### src/rtl/round_ctrl.sv
// round_ctrl -- round sequencer for the digit-memory game.
//
// Seeds the rng once on the first start press. Each round it captures a
// 4-digit target code, shows it for SHOW_CYCLES, collects four player
// digits, compares them and updates score/lives. All outputs are registered.
//
// Optional feature: define ROUND_TIMEOUT_EN to abort an entry phase after
// TIMEOUT_CYCLES idle cycles (forced mismatch, so the round is lost).
//
// Ports:
//   clk           in   system clock, rising edge
//   rst           in   asynchronous active-high reset
//   start         in   debounced single-cycle start pulse
//   digit_valid   in   single-cycle pulse qualifying digit_in
//   digit_in[3:0] in   player digit (values >= 10 are ignored)
//   rng_d0..d3    in   digit outputs of the rng block
//   seed_en       out  seed request to rng (SEED state only)
//   code[15:0]    out  target code {d3,d2,d1,d0}
//   show          out  display must show code
//   entry_active  out  high in ENTRY
//   entry_count   out  accepted digits this round, 0..4
//   entered[15:0] out  accepted digits, shifted in from the LSB
//   win, lose     out  single-cycle result pulses
//   score[7:0]    out  rounds won, saturating at 255
//   lives[1:0]    out  remaining lives
//   state[2:0]    out  FSM encoding for debug/LEDs
module round_ctrl #(
  parameter int SHOW_CYCLES    = 100_000_000,
  parameter int RESULT_CYCLES  = 50_000_000,
  parameter int LIVES          = 3,
  parameter int TIMEOUT_CYCLES = 500_000_000
) (
  input  logic        clk,
  input  logic        rst,
  input  logic        start,
  input  logic        digit_valid,
  input  logic [3:0]  digit_in,
  input  logic [3:0]  rng_d0,
  input  logic [3:0]  rng_d1,
  input  logic [3:0]  rng_d2,
  input  logic [3:0]  rng_d3,
  output logic        seed_en,
  output logic [15:0] code,
  output logic        show,
  output logic        entry_active,
  output logic [2:0]  entry_count,
  output logic [15:0] entered,
  output logic        win,
  output logic        lose,
  output logic [7:0]  score,
  output logic [1:0]  lives,
  output logic [2:0]  state
);

  typedef enum logic [2:0] {
    IDLE     = 3'd0,
    SEED     = 3'd1,
    LOAD     = 3'd2,
    SHOW     = 3'd3,
    ENTRY    = 3'd4,
    CHECK    = 3'd5,
    RESULT   = 3'd6,
    GAMEOVER = 3'd7
  } state_t;

  // One shared phase counter; sized for the longest interval it may time,
  // including the entry timeout, so both builds share the same datapath.
  localparam int MAX_A   = (SHOW_CYCLES > RESULT_CYCLES) ? SHOW_CYCLES : RESULT_CYCLES;
  localparam int MAX_CNT = (MAX_A > TIMEOUT_CYCLES) ? MAX_A : TIMEOUT_CYCLES;
  localparam int CNT_W   = $clog2(MAX_CNT + 1);

  state_t           cur, nxt;
  logic [CNT_W-1:0] cnt;
  logic             seeded;
  logic             accept;
  logic             last_digit;
  logic             timeout;
  logic             match;

  assign accept     = (cur == ENTRY) && digit_valid && (digit_in <= 4'd9);
  assign last_digit = accept && (entry_count == 3'd3);

`ifdef ROUND_TIMEOUT_EN
  logic timed_out;  // forces a mismatch for a round aborted by the timeout

  assign timeout = (cur == ENTRY) && (cnt == CNT_W'(TIMEOUT_CYCLES - 1));
  assign match   = (entered == code) && !timed_out;

  always_ff @(posedge clk or posedge rst) begin
    if (rst) begin
      timed_out <= 1'b0;
    end else if (cur == LOAD) begin
      timed_out <= 1'b0;
    end else if (timeout && !last_digit) begin
      // A 4th digit on the timeout cycle takes priority: normal compare.
      timed_out <= 1'b1;
    end
  end
`else
  assign timeout = 1'b0;
  assign match   = (entered == code);
`endif

  // State register
  // NOTE: sequential state uses non-blocking (<=) so every flop samples
  // values from before the edge; blocking here would create ordering races.
  always_ff @(posedge clk or posedge rst) begin
    if (rst) cur <= IDLE;
    else     cur <= nxt;
  end

  // Next-state logic
  // NOTE: nxt gets a default before the case so no path leaves it
  // unassigned, which would otherwise infer a latch.
  always_comb begin
    nxt = cur;
    unique case (cur)
      IDLE:     if (start) nxt = seeded ? LOAD : SEED;
      SEED:     nxt = LOAD;
      LOAD:     if (cnt == CNT_W'(1)) nxt = SHOW;
      SHOW:     if (cnt == CNT_W'(SHOW_CYCLES - 1)) nxt = ENTRY;
      ENTRY:    if (last_digit || timeout) nxt = CHECK;
      CHECK:    nxt = RESULT;
      RESULT:   if (cnt == CNT_W'(RESULT_CYCLES - 1)) nxt = (lives == 2'd0) ? GAMEOVER : LOAD;
      GAMEOVER: if (start) nxt = LOAD;
      default:  nxt = IDLE;
    endcase
  end

  // Phase counter: restarts on every state change and on each accepted digit
  // (the latter only matters for the entry timeout).
  always_ff @(posedge clk or posedge rst) begin
    if (rst)                       cnt <= '0;
    else if (nxt != cur || accept) cnt <= '0;
    else                           cnt <= cnt + CNT_W'(1);
  end

  // Registered datapath and outputs. Flag outputs are decoded from nxt so
  // they line up with the state they describe.
  always_ff @(posedge clk or posedge rst) begin
    if (rst) begin
      seeded       <= 1'b0;
      seed_en      <= 1'b0;
      show         <= 1'b0;
      entry_active <= 1'b0;
      win          <= 1'b0;
      lose         <= 1'b0;
      code         <= '0;
      entered      <= '0;
      entry_count  <= '0;
      score        <= '0;
      lives        <= 2'(LIVES);
    end else begin
      seed_en      <= (nxt == SEED);
      show         <= (nxt == SHOW);
      entry_active <= (nxt == ENTRY);
      win          <= (cur == CHECK) && match;
      lose         <= (cur == CHECK) && !match;

      if (cur == SEED) seeded <= 1'b1;

      if (cur == LOAD && nxt == SHOW) begin
        code        <= {rng_d3, rng_d2, rng_d1, rng_d0};
        entered     <= '0;
        entry_count <= '0;
      end else if (accept) begin
        entered     <= {entered[11:0], digit_in};
        entry_count <= entry_count + 3'd1;
      end

      if (cur == CHECK) begin
        if (match) begin
          if (score != 8'hFF) score <= score + 8'd1;
        end else if (lives != 2'd0) begin
          lives <= lives - 2'd1;
        end
      end else if (cur == GAMEOVER && start) begin
        score <= '0;
        lives <= 2'(LIVES);
      end
    end
  end

  assign state = cur;

endmodule

### config.mk
export PLATFORM = sky130hd
export DESIGN_NAME = round_ctrl
export DESIGN_NICKNAME = d
export VERILOG_FILES = /design/src/rtl/round_ctrl.sv
export SDC_FILE = /design/constraint.sdc
export NUM_CORES = 1
export LEC_CHECK = 0
export ABC_AREA = 0
export BUFFER_PORTS_ARGS = -buffer_cell sky130_fd_sc_hd__buf_2
export CORE_UTILIZATION = 45
export CTS_CLUSTER_SIZE = 20
export DETAILED_ROUTE_END_ITERATION = 7
export GPL_TIMING_DRIVEN = 0
export PLACE_DENSITY = 0.78
export REMOVE_ABC_BUFFERS = 1
export SETUP_SLACK_MARGIN = 0.15
export SYNTH_ARGS = -nofsm -noshare
export SYNTH_HDL_FRONTEND = slang
export SYNTH_SLANG_ARGS = --single-unit
### constraint.sdc
create_clock -name clk -period 6.9 [get_ports clk]
set_clock_uncertainty 0.2 [all_clocks]
set_input_delay 1.38 -clock clk [delete_from_list [all_inputs] [get_ports clk]]
set_output_delay 1.38 -clock clk [all_outputs]
set_load 0.02 [all_outputs]
# Yosys cells after proc, flatten, opt, wreduce, memory -nomap -nowiden
# Index checks and enable logic that the tools add are counted.
[classes] eq_ne=21 bitwise=0 shifts=0 reduce_logical=16 mul=0 n_div=0 magnitude_cmp=1 mux=22 addsub=4
[op_table] operator="16-bit two-way mux" count=2
[op_table] operator="8-bit two-way mux" count=4
[op_table] operator="29-bit by 1-bit adder with 29-bit output, second input constant" count=1
[op_table] operator="29-bit by 1-bit == test with 1-bit output, second input constant" count=1
[op_table] operator="29-bit by 26-bit == test with 1-bit output, second input constant" count=1
[op_table] operator="29-bit by 27-bit == test with 1-bit output, second input constant" count=1
[op_table] operator="29-bit two-way mux" count=1
[op_table] operator="3-bit two-way mux" count=9
[op_table] operator="3-bit one-hot mux with 8 select lines" count=1
[op_table] operator="16-bit == test" count=1
[op_table] operator="3-bit == test, second input constant" count=5
[op_table] operator="3-bit by 2-bit == test with 1-bit output, second input constant" count=4
[op_table] operator="2-bit two-way mux" count=5
[op_table] operator="8-bit by 1-bit adder with 8-bit output, second input constant" count=1
[op_table] operator="8-bit inequality test, second input constant" count=1
[op_table] operator="1-bit logical AND" count=7
[op_table] operator="3-bit by 1-bit == test with 1-bit output, second input constant" count=2
[op_table] operator="3-bit AND reduction" count=2
[op_table] operator="2-bit nonzero test" count=3
[op_table] operator="4-bit <= comparator, second input constant" count=1
[op_table] operator="2-bit by 1-bit inequality test with 1-bit output, second input constant" count=2
[op_table] operator="2-bit inequality test, second input constant" count=2
[op_table] operator="3-bit by 1-bit adder with 3-bit output, second input constant" count=1
[op_table] operator="3-bit logical NOT" count=1
[op_table] operator="other kinds (5)" count=5
[word_totals] mem_count=0 ramBits=0 word_cells=77 latch_bits=0 romBits=0 out_inout_bits=53 regBits=83

# Longest topological paths before layout
# Gate-level depths: netlist (run 1).
[logic_depth] ltp_word=9 ltp_mapped=10 mapped_depth_nobuf=8

# Worst setup path after synthesis (run 1)
# OpenSTA, ideal clock, no wires.
[synth_path] path_kind="input to register" from="input start" to="register cnt[24]" path_slack_ns=3.934 n_path_buf=3 t_arrival_ns=2.639 required_ns=6.573 setup_ns=0.127 cell_stages=9 path_cell_list="clkbuf_1 nand3b_1 a21o_1 o211ai_1 nor3b_2 a211oi_2 buf_6 buf_6 nor3_2"
[synth_via] elab_chain_cells=5 word_cells_on_any_way=6 cone_classes="1 x eq/ne; 4 x mux; 1 x reduce/logical"
[synth_lines] element="from (decl)" line_no="35" rtl="input logic start,"
[synth_lines] element="3-bit two-way mux (on tied branches)" line_no="125, 118"
[synth_lines] element="3-bit one-hot mux with 8 select lines (*)" line_no="117" rtl="unique case (cur)"
[synth_lines] element="3-bit inequality test (*)" line_no="134" rtl="else if (nxt != cur || accept) cnt <= '0;"
[synth_lines] element="1-bit logical OR (*)" line_no="134"
[synth_lines] element="29-bit two-way mux (*)" line_no="134"
[synth_lines] element="to (signal assigned)" line_no="135" rtl="else cnt <= cnt + CNT_W'(1);"
[synth_lines] element="to (decl)" line_no="73" rtl="logic [CNT_W-1:0] cnt;"
# Every way passes the cells marked *; elsewhere a longest branch is shown, timed or not.
# A chain may end at the register's enable or synchronous reset.

# Worst setup path in the final report (run 1)
[layout_path] from="input digit_in[1]" to="register cnt[15]"
[layout_via] elab_chain_cells=8
[layout_lines] element="from (decl)" line_no="37" rtl="input logic [3:0] digit_in,"
[layout_lines] element="4-bit <= comparator (*)" line_no="80" rtl="assign accept = (cur == ENTRY) && digit_valid && (digit_in <= 4'd9);"
[layout_lines] element="1-bit logical AND (*)" line_no="80"
[layout_lines] element="1-bit logical AND" line_no="81" rtl="assign last_digit = accept && (entry_count == 3'd3);"
[layout_lines] element="3-bit two-way mux" line_no="122" rtl="ENTRY: if (last_digit || timeout) nxt = CHECK;"
[layout_lines] element="3-bit one-hot mux with 8 select lines" line_no="117"
[layout_lines] element="3-bit inequality test" line_no="134"
[layout_lines] element="1-bit logical OR (*)" line_no="134"
[layout_lines] element="29-bit two-way mux (*)" line_no="134"
# Marked as above.

==> metrics.md, run 1 <==
| Metric | Value |
|---|---|
| Fin area | `just under 5000 µm²` |
| Status | `complete, no violations` |
| Cell Area, Synth | `4260 µm²` |
| Maxcap violations | `0` |
| Synth Warn # | `0` |
| Hold Path Class | `reg -> reg` |
| First-pass GRT wire length | `16.2 mm` |
| Root buf cell | `clkbuf_8` |
| Final Max Slew Viols | `0` |
| Total Routing Usage GR | `between 20% and 30%` |
| Worst slew margin | `14.1%` |
| TritonCTS clock tree | `done` |
| Worst setup startpoint | `digit_in[1]` |
| Number of clock buffers inserted by TritonCTS | `9` |
| Seq/Total Area, Yosys | `48.9%` |
| Yosys reg bits | `83` |
| Max Fanout on Critical Path | `20` |
| Post-synth top area share | `47.6%` |
| Number of global-route vias before repair | `about 3300` |
| Setup TNS | `0 ns` |
| Worst EP arrival | `3.58 ns` |
| Grt ovf | `0` |
| HPWL Detailed | `approximately 6.7 mm` |
| Syn avg cell area | `10.6 µm²` |
| # IOs | `77` |
| Via density | `5.73` |
| Postcts setup bufs | `0` |
| DRC viols | `0` |
| Worst R2R Path Depth | `7` |
| Die width | `between 90 and 100 µm` |
| IO buf count | `76` |
| RR Startpoint | `state[2]$_DFF_PP0_` |
| Largest area contributor in the netlist | `dfrtp_1` |
| P_leak | `2.34 nW` |
| R2R Setup Slk | `3.69 ns` |
| Critical Path Sink | `cnt[15]$_DFF_PP0_` |
| Most used standard cell by instance count after synthesis | `dfrtp_1` |
| Final Hold Viols | `0` |
| CTS Buffer Depth | `2` |
| Initial Utilization | `between 40% and 50%` |
| Total Wirelength | `9.65 mm` |
| Pre-CTS setup slack | `2.22 ns` |
| Layout cells sized above 1 | `28.1%` |
| Antenna diodes | `0` |
| Max Fclk | `0.278 GHz` |
| Initial antenna violation count | `0` |
| DRT Pass-1 Iters | `5` |
| # hold bufs at CTS | `0` |
| Placer Congestion | `0.860` |
| Most instantiated cells after synthesis | `dfrtp_1 (81), nor2_1 (48), xnor2_1 (35), nand2_1 (20), nand4_1 (20)` |
| FFs w/ async S/R, synth | `100%` |
| DR WL/cell | `approximately 16 µm` |
| Nets | `505` |
| Row cnt | `35` |
| Largest net degree at the start of global routing | `54` |
| Worst r2r dst | `cnt[15]$_DFF_PP0_` |
| Power Density | `approximately 270 nW/µm²` |
| Number of nets with antenna violations after routing | `0` |
| Core box area | `9200 µm²` |
| Top FF cell, synth | `dfrtp_1` |
| Final setup margin | `3.31 ns` |
| Post-placement cell area | `roughly 4700 µm²` |
| Setup-failing EPs final | `0` |
| RSZ-0062 raised after global routing | `no` |
| Hold WS | `around 0.3 ns` |
| CTS H-Tree Depth | `3` |
| Final min period | `3.59 ns` |
| Clock transition at the registers of the reported paths | `0.09 ns` |
| EDFF count, synth | `0` |
| Clock sink count | `83` |
| Die area | `9850 µm²` |
| Layout area overhead | `15.9%` |
| Final worst-path cycle share | `between 50% and 60%` |
| Critical path type | `in -> reg` |
| Critical Path RT | `6.88 ns` |
| Tightest Pin Transition | `1.28 ns` |
| Initial DRC Count | `317` |
| Top post-synthesis cells by area | `dfrtp_1 (48%), xnor2_1 (7.2%), mux2_2 (4.2%)` |
| CTS resizes | `0` |
| Clk_lat worst skew | `approximately 0.37 ns` |
| Syn Inst Count | `401` |
| CP Launch Type | `input port` |
| Critical path capture point type | `flop` |
| Die Y | `99.2 µm` |
| Synth cell types | `50` |
| Worst vdd rail ir drop | `0.000160 V` |
| Routed via count | `~3400` |
state kept, by name, summed over array words and instances, names as in the netlist, 2 cells and up:
register / flops
score: 8
entry_count: 3
code: 16
cnt: 29
lives: 2
entered: 16
state: 3
area by class of cell:
class | count | area [µm²]
Clock buffer | 9 | 124
Clock inverter | 7 | 60.1
Fill cell | 806 | 4260
Inverter | 14 | 55.1
Multi-Input combinational cell | 288 | 2020
Sequential cell | 83 | 2080
Tap cell | 111 | 139
Timing Repair Buffer | 79 | 450
cell usage in the layout, fill, tap and decap left out, types with 2 or more instances in the layout:
cell type / n
xor2_1: 9
and3_1: 5
or3_1: 4
dfstp_2: 2
clkinv_4: 3
nor4_1: 12
xnor2_1: 35
and4_1: 4
nand2_1: 20
nor3_2: 2
or4_1: 3
mux2_2: 16
nand2b_1: 2
nand3_1: 16
buf_2: 76
ha_1: 6
nor2_1: 48
nor4_2: 10
nor3_1: 13
buf_16: 2
a21o_1: 3
a21oi_1: 12
nor2b_1: 2
o21ai_1: 2
nand3b_1: 3
nand4_1: 20
dfrtp_1: 81
clkbuf_8: 9
nor3b_2: 2
o21ai_0: 7
mux2i_1: 15
o211ai_1: 3
inv_1: 12
inv_6: 2
report_power, final:
part           internal [W]  switching (W)  total [W]  leakage, nW
clock network      0.000137       0.000194   0.000331       0.0961
registers          0.000557      0.0000708   0.000627         1.10
logic              0.000169       0.000206   0.000375         1.14
total              0.000862       0.000471    0.00133         2.34
through the flow:
| stage | util (%) | std cells | power, W |
|---|---|---|---|
| 6_report | 53.6 | 591 | 0.00133 |
| 5_1_grt | 53.6 | 591 | 0.00140 |
| 4_1_cts | 53.5 | 590 | 0.00134 |
| 3_5_place_dp | 51.5 | 574 | 0.00101 |
| 3_3_place_gp | 50.7 | 572 | 0.000980 |
| 2_1_floorplan | - | 385 | 0.000879 |
worst min path at each step:
stage / startpoint / end / slack (ns) / depth (start not counted)
floorplan: seeded$_DFFE_PP0P_ / seeded$_DFFE_PP0P_ / 0.25 / 1
global placement: seeded$_DFFE_PP0P_ / seeded$_DFFE_PP0P_ / 0.27 / 1
detailed placement: seeded$_DFFE_PP0P_ / seeded$_DFFE_PP0P_ / 0.28 / 1
CTS: seeded$_DFFE_PP0P_ / seeded$_DFFE_PP0P_ / 0.30 / 1
global route: seeded$_DFFE_PP0P_ / seeded$_DFFE_PP0P_ / 0.34 / 1
finish: seeded$_DFFE_PP0P_ / seeded$_DFFE_PP0P_ / 0.31 / 1
critical path, stage by stage:
cell,delay [ns]
buf_2,0.11
o21ai_0,0.16
nand4_1,0.40
buf_8,0.34
o211ai_1,0.13
nor3b_2,0.09
a211oi_4,0.64
buf_16,0.24
nor4_1,0.07
logic make-up (layout without fill, tap and decap cells):
kind of cell | after synthesis | count (layout) | synth area share, %
AND/OR/NAND/NOR | 174 | 174 | 23.9
flip-flops | 83 | 83 | 48.9
XOR/XNOR | 44 | 44 | 9.06
AO/OA/AOI/OAI | 33 | 33 | 4.82
multiplexers | 31 | 31 | 7.76
buffers and inverters | 30 | 109 | 3.85
adder cells (fa/ha/maj) | 6 | 6 | 1.76
routing by layer:
metal  wire (µm)  GRT usage, %
met1        4280          27.2
met2        4760          33.6
met3         440          4.36
met4         175          8.03
met5           0             0
No activity file was read; power rests on OpenSTA's default activity.
==> inputs of run 2 (changes only) <==
--- a/config.mk
+++ b/config.mk
@@ -11,7 +11,7 @@
 export CTS_CLUSTER_SIZE = 20
 export DETAILED_ROUTE_END_ITERATION = 7
 export GPL_TIMING_DRIVEN = 0
-export PLACE_DENSITY = 0.78
+export PLACE_DENSITY = 0.8
 export REMOVE_ABC_BUFFERS = 1
 export SETUP_SLACK_MARGIN = 0.15
 export SYNTH_ARGS = -nofsm -noshare
==> constraint.sdc (replaced) <==
create_clock -name clk -period 3.1 [get_ports clk]
set_clock_uncertainty 0.2 [all_clocks]
set_input_delay 0.62 -clock clk [delete_from_list [all_inputs] [get_ports clk]]
set_output_delay 0.62 -clock clk [all_outputs]
set_load 0.02 [all_outputs]
==> run 2 against run 1 <==
Sequential power increased by 120%. Combinational power increased by 130%. Core utilization increased by 0.63 points.
==> metrics.md, run 2 (same netlist as run 1, synthesis figures left out) <==
| Metric | Value |
|---|---|
| Hold Path Class | `in -> async` |
| Number of clock buffers inserted by TritonCTS | `9 (unchanged)` |
| Clock transition at the registers of the reported paths | `0.09 ns (about the same)` |
| Antenna diodes | `0 (unchanged)` |
| Clock sink count | `83 (unchanged)` |
| Max Fclk | `roughly 0.36 GHz` |
| Layout cells sized above 1 | `28.5% (+0.33 points)` |
| Filler cells | `782 (-3.0%)` |
| P_leak | `2.36 nW (+1.1%)` |
| IO buf count | `76 (unchanged)` |
| Worst EP arrival | `2.75 ns (-0.83 ns)` |
| Via density | `5.76 (+0.54%)` |
| Initial antenna violation count | `0 (unchanged)` |
| Most flop-heavy register | `cnt` |
| Critical Path RT | `3.10 ns (-3.78 ns)` |
| TritonCTS clock tree | `done` |
| Initial Utilization | `46.3% (unchanged)` |
| Root buf cell | `clkbuf_8` |
| Clk_lat worst skew | `0.36 ns (about the same)` |
| Grt ovf | `0 (unchanged)` |
| CTS Buffer Depth | `2 (unchanged)` |
| DRC viols | `0 (unchanged)` |
| Die width | `99.2 µm (unchanged)` |
| DRT Pass-1 Iters | `5 (unchanged)` |
| Setup-failing EPs final | `0 (unchanged)` |
| Commonest cells after routing, fill and taps aside | `dfrtp_1 (81), buf_2 (76), nor2_1 (48)` |
| Sequential Power Share | `45.1% (-2.0 points)` |
| Total Wirelength | `9.71 mm (+0.58%)` |
| Final Max Slew Viols | `0 (unchanged)` |
| Internal | `0.00207 W (+140%)` |
| Power Density | `620 nW/µm² (+130%)` |
| CP Launch Type | `flop` |
| Layout area overhead | `17.3%` |
| Routed via count | `3434 (+1.4%)` |
| Net Switching | `0.00102 W (+120%)` |
| DR WL/cell | `16.3 µm (-0.26%)` |
| Critical path type | `reg -> reg` |
| RSZ-0062 raised after global routing | `no` |
| Clk pwr share | `27.5% (+2.7 points)` |
| HPWL Detailed | `6.76 mm (+0.54%)` |
| Max Fanout on Critical Path | `20 (unchanged)` |
| Row cnt | `35 (unchanged)` |
| Number of global-route vias before repair | `3371 (+1.0%)` |
| Die Y | `99.2 µm (unchanged)` |
| Leading cell type in the layout, fill and taps excluded | `dfrtp_1` |
| Final worst-path cycle share | `88.8%` |
| CTS H-Tree Depth | `3 (unchanged)` |
| Comb pwr share | `27.4% (-0.7 points)` |
| Initial DRC Count | `196 (-38%)` |
| Sw frac | `33.0% (-2.3 points)` |
| Worst vdd rail ir drop | `0.000338 V (+110%)` |
| Largest net degree at the start of global routing | `45 (-17%)` |
| Total Routing Usage GR | `20.6% (-0.092 points)` |
| Core box area | `9200 µm² (unchanged)` |
| Number of nets with antenna violations after routing | `0 (unchanged)` |
| Nets | `510 (+0.99%)` |
| Critical path capture point type | `flop` |
| First-pass GRT wire length | `16.2 mm (+0.26%)` |
| Hold WS | `0.0944 ns (-0.215 ns)` |
| Maxcap violations | `0 (unchanged)` |
| Top flop regs | `cnt: 29 flops, code: 16 flops, entered: 16 flops` |
| Post-placement cell area | `4740 µm² (about the same)` |
| Worst slew margin | `49.2% (+35 points)` |
| Final min period | `2.75 ns` |
| Status | `complete, no violations` |
| Die area | `9850 µm² (unchanged)` |
| Tightest Pin Transition | `0.757 ns (-0.522 ns)` |
| Fin area | `4990 µm² (+1.2%)` |
| Number of flip-flops in the largest register | `29 (unchanged)` |
| Final Hold Viols | `0 (unchanged)` |
| # IOs | `77 (unchanged)` |
| Placer Congestion | `0.891 (+3.6%)` |
## run 2: worst max-delay path, cell delays in order (launching register included)
cell and delay (ns):
dfrtp_1 0.63, nor4_1 0.41, nand4_1 0.20, a21o_1 0.25
a211oi_4 0.60, buf_16 0.24, nor3_1 0.07
## run 2: worst paths after layout
path	to	start	slack, ns	cells after the start
worst min-delay path	entered[3]$_DFFE_PP0P_	rst	0.09	2
worst max-delay path	cnt[12]$_DFF_PP0_	state[2]$_DFF_PP0_	0.35	6
max in group asynchronous	cnt[13]$_DFF_PP0_	rst	2.00	3
worst max register to register	cnt[12]$_DFF_PP0_	state[2]$_DFF_PP0_	0.35	6
worst min register to register	seeded$_DFFE_PP0P_	seeded$_DFFE_PP0P_	0.31	1
min in group clk	code[15]$_DFFE_PP0P_	rng_d3[3]	0.29	2
## run 2: layout make-up
cell class	instances	area, µm²	area share (%)
Multi-Input combinational cell	289	2030	40.6
Sequential cell	83	2080	41.7
Timing Repair Buffer	83	473	9.48
Tap cell	111	139	2.78
Clock inverter	6	90.1	1.81
Clock buffer	10	128	2.56
Inverter	14	55.1	1.10
## run 2: repair_timing
item	in CTS	in global routing
hold buffers	0	0
endpoints found under the setup margin	33	0
setup buffers	4	0
resized for setup	0	0
## run 2: per-stage QoR
| step | cells | util, % | TNS [ns] | worst slack, ns | total power [W] |
|---|---|---|---|---|---|
| final | 596 | 54.3 | 0 | 0.347 | 0.00310 |
| after global placement | 572 | 50.7 | -104.31 | -1.52 | 0.00218 |
| after global routing | 596 | 54.3 | 0 | 0.200 | 0.00324 |
| after detailed placement | 575 | 51.5 | -19.26 | -0.724 | 0.00226 |
| after floorplan | 385 | - | -16.24 | -0.598 | 0.00196 |
| after CTS | 596 | 54.3 | 0 | 0.373 | 0.00311 |
## run 2: power by group through the flow
| stage | Clock, W | Combinational (W) | Sequential [W] |
|---|---|---|---|
| 2_1_floorplan | 0 | 0.000413 | 0.00154 |
| 3_3_place_gp | 0 | 0.000775 | 0.00140 |
| 3_5_place_dp | 0 | 0.000845 | 0.00142 |
| 4_1_cts | 0.000865 | 0.000850 | 0.00140 |
| 5_1_grt | 0.000907 | 0.000920 | 0.00142 |
| 6_report | 0.000852 | 0.000847 | 0.00140 |
## run 2: routing by layer
metal  GRT usage (%)  part of all wire [%]  vias up
li1                -                     -     1596
met1            26.7                    43     1682
met2            34.0                    49      136
met3            5.20                   6.1       20
met4            6.45                   2.0        0
met5               0                     0        -
